===== src/rtl/fb_pkg.sv =====
// Shared framebuffer definitions: geometry, bus widths and the write-port arbiter state encoding.
package fb_pkg;
  localparam int ADDR_W   = 14;
  localparam int DATA_W   = 8;
  localparam int FB_BYTES = 1024;

  typedef enum logic [1:0] {
    IDLE  = 2'd0,
    GNT0  = 2'd1,
    GNT1  = 2'd2,
    CLEAR = 2'd3
  } arb_state_e;
endpackage


===== src/rtl/fb_clear_sweeper.sv =====
// Clear-screen sweeper: after a start pulse emits one CLEAR_VALUE write per cycle over the
// whole framebuffer, then flags done for one cycle.
module fb_clear_sweeper #(
  parameter int                 ADDR_W      = fb_pkg::ADDR_W,
  parameter int                 DATA_W      = fb_pkg::DATA_W,
  parameter int                 FB_BYTES    = fb_pkg::FB_BYTES,
  parameter logic [DATA_W-1:0]  CLEAR_VALUE = '0
) (
  input  logic              clk,
  input  logic              rst,
  input  logic              start,
  output logic              busy,
  output logic              done,
  output logic              w_en,
  output logic [ADDR_W-1:0] addr,
  output logic [DATA_W-1:0] data
);
  localparam int CNT_W = $clog2(FB_BYTES);

  logic [CNT_W-1:0] cnt;
  logic             active;
  logic             last;

  // last marks the spare cycle after the final write, so done follows the last write
  always_ff @(posedge clk or posedge rst) begin
    if (rst) begin
      active <= 1'b0;
      last   <= 1'b0;
      cnt    <= '0;
    end else if (start) begin
      active <= 1'b1;
      last   <= 1'b0;
      cnt    <= '0;
    end else if (active) begin
      if (last) begin
        active <= 1'b0;
        last   <= 1'b0;
        cnt    <= '0;
      end else begin
        cnt <= cnt + 1'b1;
        if (cnt == CNT_W'(FB_BYTES - 1)) last <= 1'b1;
      end
    end
  end

  assign busy = active;
  assign done = active && last;
  assign w_en = active && !last;
  assign addr = ADDR_W'(cnt);
  assign data = CLEAR_VALUE;
endmodule


===== src/rtl/fb_write_arbiter.sv =====
// Framebuffer write-port arbiter: burst-granular round-robin between two writer clients,
// with a clear-screen sweep taking priority whenever the port is idle.
module fb_write_arbiter #(
  parameter int                 ADDR_W      = fb_pkg::ADDR_W,
  parameter int                 DATA_W      = fb_pkg::DATA_W,
  parameter int                 FB_BYTES    = fb_pkg::FB_BYTES,
  parameter logic [DATA_W-1:0]  CLEAR_VALUE = '0
) (
  input  logic              clk,
  input  logic              rst,
  input  logic              i_c0_req,
  input  logic              i_c0_w_en,
  input  logic [ADDR_W-1:0] i_c0_addr,
  input  logic [DATA_W-1:0] i_c0_data,
  output logic              o_c0_gnt,
  input  logic              i_c1_req,
  input  logic              i_c1_w_en,
  input  logic [ADDR_W-1:0] i_c1_addr,
  input  logic [DATA_W-1:0] i_c1_data,
  output logic              o_c1_gnt,
  input  logic              i_clear_start,
  output logic              o_clear_busy,
  output logic [ADDR_W-1:0] o_ram_address,
  output logic [DATA_W-1:0] o_ram_data,
  output logic              o_w_en,
  output logic              o_drop
);
  import fb_pkg::*;

  arb_state_e state, next_state;
  logic clear_pending, next_pending;
  logic last_served, next_last;
  logic sweep_start, sweep_busy, sweep_done, sweep_w_en;
  logic [ADDR_W-1:0] sweep_addr;
  logic [DATA_W-1:0] sweep_data;

  logic              wr_en_p0;
  logic [ADDR_W-1:0] wr_addr_p0;
  logic [DATA_W-1:0] wr_data_p0;
  logic              drop_p0;

  logic              wr_en_p1;
  logic [ADDR_W-1:0] wr_addr_p1;
  logic [DATA_W-1:0] wr_data_p1;
  logic              drop_p1;

  fb_clear_sweeper #(
    .ADDR_W      (ADDR_W),
    .DATA_W      (DATA_W),
    .FB_BYTES    (FB_BYTES),
    .CLEAR_VALUE (CLEAR_VALUE)
  ) u_sweeper (
    .clk   (clk),
    .rst   (rst),
    .start (sweep_start),
    .busy  (sweep_busy),
    .done  (sweep_done),
    .w_en  (sweep_w_en),
    .addr  (sweep_addr),
    .data  (sweep_data)
  );

  always_ff @(posedge clk or posedge rst) begin
    if (rst) begin
      state         <= IDLE;
      clear_pending <= 1'b0;
      last_served   <= 1'b1;
    end else begin
      state         <= next_state;
      clear_pending <= next_pending;
      last_served   <= next_last;
    end
  end

  // A start seen in IDLE goes straight to CLEAR; elsewhere it is parked unless a sweep is running
  always_comb begin
    next_state   = state;
    next_pending = clear_pending;
    next_last    = last_served;
    sweep_start  = 1'b0;
    if (i_clear_start && state != CLEAR) next_pending = 1'b1;
    case (state)
      IDLE: begin
        if (clear_pending || i_clear_start) begin
          next_state   = CLEAR;
          next_pending = 1'b0;
          sweep_start  = 1'b1;
        end else if (i_c0_req && (!i_c1_req || last_served)) begin
          next_state = GNT0;
          next_last  = 1'b0;
        end else if (i_c1_req) begin
          next_state = GNT1;
          next_last  = 1'b1;
        end
      end
      GNT0:    if (!i_c0_req) next_state = IDLE;
      GNT1:    if (!i_c1_req) next_state = IDLE;
      CLEAR:   if (sweep_done) next_state = IDLE;
      default: next_state = IDLE;
    endcase
  end

  // p0: select the write source owned by the current state
  always_comb begin
    wr_en_p0   = 1'b0;
    wr_addr_p0 = i_c0_addr;
    wr_data_p0 = i_c0_data;
    case (state)
      GNT0: wr_en_p0 = i_c0_req && i_c0_w_en;
      GNT1: begin
        wr_en_p0   = i_c1_req && i_c1_w_en;
        wr_addr_p0 = i_c1_addr;
        wr_data_p0 = i_c1_data;
      end
      CLEAR: begin
        wr_en_p0   = sweep_w_en;
        wr_addr_p0 = sweep_addr;
        wr_data_p0 = sweep_data;
      end
      default: wr_en_p0 = 1'b0;
    endcase
  end

  assign drop_p0 = (i_c0_w_en && state != GNT0) || (i_c1_w_en && state != GNT1);

  // p1: registered RAM port
  always_ff @(posedge clk or posedge rst) begin
    if (rst) begin
      wr_en_p1   <= 1'b0;
      wr_addr_p1 <= '0;
      wr_data_p1 <= '0;
      drop_p1    <= 1'b0;
    end else begin
      wr_en_p1 <= wr_en_p0;
      drop_p1  <= drop_p0;
      if (wr_en_p0) begin
        wr_addr_p1 <= wr_addr_p0;
        wr_data_p1 <= wr_data_p0;
      end
    end
  end

  assign o_c0_gnt      = (state == GNT0);
  assign o_c1_gnt      = (state == GNT1);
  assign o_clear_busy  = clear_pending || (state == CLEAR) || sweep_busy;
  assign o_w_en        = wr_en_p1;
  assign o_ram_address = wr_addr_p1;
  assign o_ram_data    = wr_data_p1;
  assign o_drop        = drop_p1;
endmodule


===== config.mk =====
export PLATFORM = sky130hd
export DESIGN_NAME = fb_write_arbiter
export DESIGN_NICKNAME = d
export VERILOG_FILES = /design/src/rtl/fb_pkg.sv /design/src/rtl/fb_clear_sweeper.sv /design/src/rtl/fb_write_arbiter.sv
export SDC_FILE = /design/constraint.sdc
export NUM_CORES = 1
export LEC_CHECK = 0
export ABC_AREA = 1
export CAP_MARGIN = 20
export CORE_MARGIN = 2
export CORE_UTILIZATION = 34
export CTS_BUF_LIST = sky130_fd_sc_hd__clkbuf_4
export CTS_CLUSTER_SIZE = 16
export DETAILED_ROUTE_END_ITERATION = 8
export GPL_ROUTABILITY_DRIVEN = 0
export HOLD_SLACK_MARGIN = 0.12
export PLACE_DENSITY = 0.73
export SLEW_MARGIN = 20
export SYNTH_ARGS = -nofsm -noshare
export SYNTH_HDL_FRONTEND = slang
export SYNTH_SLANG_ARGS = --single-unit

===== constraint.sdc =====
create_clock -name clk -period 1.6 [get_ports clk]
set_clock_uncertainty 0.15 [all_clocks]
set_input_delay 0.32 -clock clk [delete_from_list [all_inputs] [get_ports clk]]
set_output_delay 0.32 -clock clk [all_outputs]
set_load 0.02 [all_outputs]

==> flow_summary_export.csv <==
group,metric,value,unit
synth,postSynthCellCount,311,
synth,async_flop_share,100,%
critical_path,path_class,"reg2out",
timing,setup_slack,-0.0612,ns
synth,synthAdderAreaFrac,0.556,%
power,vdd_drop_max,1260,µV
synth,muxShareOfSynthArea,0,%
timing,fin_crit,1.66,ns
clocking,clk_latency,0.35,ns
cells_and_area,fillers,624,
cells_and_area,drive_gt1_share,16.1,%
power,p_per_area,1610,nW/µm²
clocking,clock-sinks,40,
global_route,antenna_found_initial,0,
timing,hold_viol,0,
detailed_routing,antenna_left,0,
critical_path,cp.required,1.13,ns
timing,final.period_utilization,104,%
synth,synth_compound_area_share,6.46,%
clocking,path_clk_slew,0.13,ns
power,total_power,5500,µW
synth,synth_xor_area_share,0.779,%
synth,synth_nets,363,
detailed_routing,avgViaCountPerCell,4.89,
job,cap_viol_max_count,0,
cells_and_area,area_growth,52.0,%
clocking,cts_tree,"built",
cells_and_area,most-common-layout-cells,"146 x nand2_1, 50 x clkdlybuf4s50_1, 38 x dfrtp_1",
floorplan,die-area,7280,µm²
global_route,grt_pass1_wl,10800,µm
synth,ys_types,27,
status,status,"complete, but fails checks",
floorplan,top_level_ports,78,
floorplan,dieWidth,85.3,µm
critical_path,r2r_cells,9,
detailed_routing,drt-total-wl,6600,µm
synth,synth_edf_count,0,
critical_path,critPathArrivalTime,1.19,ns
global_route,grt_max_degree,41,
cells_and_area,diodes,0,
detailed_routing,drc,0,
timing,setup_viol,4,
global_route,grt_pass1_vias,2384,
clocking,cts_buffers,5,
detailed_routing,drtPass1Iterations,4,
timing,slew_viol_final,0,
synth,ys.flop_type,"dfrtp_1",
detailed_routing,vias,2412,
place,io_buffer_count,77,
detailed_routing,drt_iter0_markers,153,
critical_path,start_kind,"register",
synth,yosysWarnings,0,
critical_path,regToRegSetupSlack,-0.01,ns
synth,yosysSeqAreaShare,44.6,%
clocking,ctsHoldBuffers,0,
power,leakage,0.00173,µW
worst_hold_path,hp-class,"in2async",
floorplan,dieHeight,85.3,µm
place,dpl.hpwl,4940,µm
floorplan,rows,29,
clocking,htreeDepth,2,
synth,synth_top_family_by_area,"simple AND/OR/NAND/NOR gates",
cells_and_area,final_common_cell,"nand2_1",
global_route,grt_usage,18.4,%
critical_path,r2r_end,"o_ram_address[0]",
clocking,clockBufferDepth,2,
cells_and_area,final_core_util,53.5,%
detailed_routing,wire_per_inst,13.4,µm
critical_path,crit-reg2reg-launch,"state[0]",
timing,worst_pin_slew,0.274,ns
critical_path,crit_fanout,3,
timing,slew_headroom,81.7,%
global_route,overflow,0,
status,violations,"setup timing",
clocking,root_buffer,"clkbuf_4",
cells_and_area,final_nets,467,
synth,syn_area,2250,µm²
synth,postSynthAreaPerCell,7.23,µm²
timing,fmax,602,MHz
timing,rsz0062_at_grt,"yes",
critical_path,cp-end-kind,"output port",
floorplan,start_util,35.2,%
synth,synth-simple-area-share,40.0,%
cells_and_area,multiInputGateArea,1120,µm²
floorplan,core_area,6390,µm²
cells_and_area,regArea,1000,µm²
synth,ys_ff_latch,40,
==> stage by stage <==
stage	std cells	hold slack (ns)	instance area, µm²	setup slack (ns)	TNS, ns
global route	493	0.189	3420	-0.101	-1.68
detailed placement	481	0.349	3260	-0.102	-1.03
global placement	481	0.338	3260	-0.0843	-0.429
finish	493	0.158	3420	-0.0612	-0.149
CTS	491	0.168	3330	-0.0714	-0.177
floorplan	311	0.291	2250	0.173	0
==> how the worst max path moves through the flow <==
stage / start / endpoint / slack, ns / depth (start not counted)
final: state[0] / o_clear_busy / -0.06 / 4
after global routing: state[0] / o_ram_address[8] / -0.10 / 9
after CTS: state[0] / o_c1_gnt / -0.07 / 3
after detailed placement: state[1] / o_c0_gnt / -0.10 / 4
after global placement: state[1] / o_c0_gnt / -0.08 / 4
after floorplan: state[0] / u_sweeper.cnt[5] / 0.17 / 7
==> worst max-delay path, stage by stage (launching register included) <==
cell	delay, ns
dfrtp_2	0.45
buf_6	0.13
nand2_4	0.06
nand3_2	0.06
buf_6	0.13
==> cell type report <==
cell class | count | share of cell area (%)
clock buffer | 5 | 1.10
clock inverter | 3 | 0.403
inverter | 23 | 2.60
multi-input combinational | 235 | 32.7
sequential | 40 | 29.4
tap | 77 | 2.82
timing repair buffer | 110 | 31.1
==> cells by family (layout without fill, tap and decap cells) <==
group	count (synthesis)	in the layout
simple gates	208	208
flops	40	40
buf+inv	36	141
xor+xnor	2	2
fa+ha+maj	1	1
compound gates	24	24
==> routing by layer <==
| metal | vias up | global-route usage (%) | part of all wire, % |
|---|---|---|---|
| met5 | - | 0 | 0 |
| met4 | 0 | 6.20 | 2.2 |
| li1 | 1219 | - | - |
| met2 | 68 | 32.2 | 50 |
| met3 | 14 | 3.70 | 6.2 |
| met1 | 1111 | 22.5 | 41 |
==> registers in the layout, summed over array words and instances, names as in the netlist, 2 cells and up <==
signal and count:
u_sweeper.cnt 10, o_ram_data 8, state 2, o_ram_address 14
==> power by group <==
part           internal (µW)  switching [µW]
Sequential              1390             227
Clock                    162             337
Combinational           1460            1920
==> timing repair <==
action                     in CTS  in global routing
pin swaps                       1                  5
setup endpoints to repair      48                 42
buffers inserted                4                  2
gates resized for setup        49                 29
==> cell usage after synthesis, drive strengths merged, types with 4 or more instances <==
| library cell | n | share of area [%] |
|---|---|---|
| buf | 12 | 3.6 |
| nand3 | 17 | 4.8 |
| inv | 23 | 3.8 |
| nand2 | 151 | 26 |
| a21oi | 4 | 0.89 |
| o21ai | 10 | 2.2 |
| nor2 | 17 | 3.3 |
| nand4 | 23 | 6.4 |
| o211ai | 7 | 2.3 |
| dfrtp | 39 | 43 |
No activity file was read; power rests on OpenSTA's default activity.
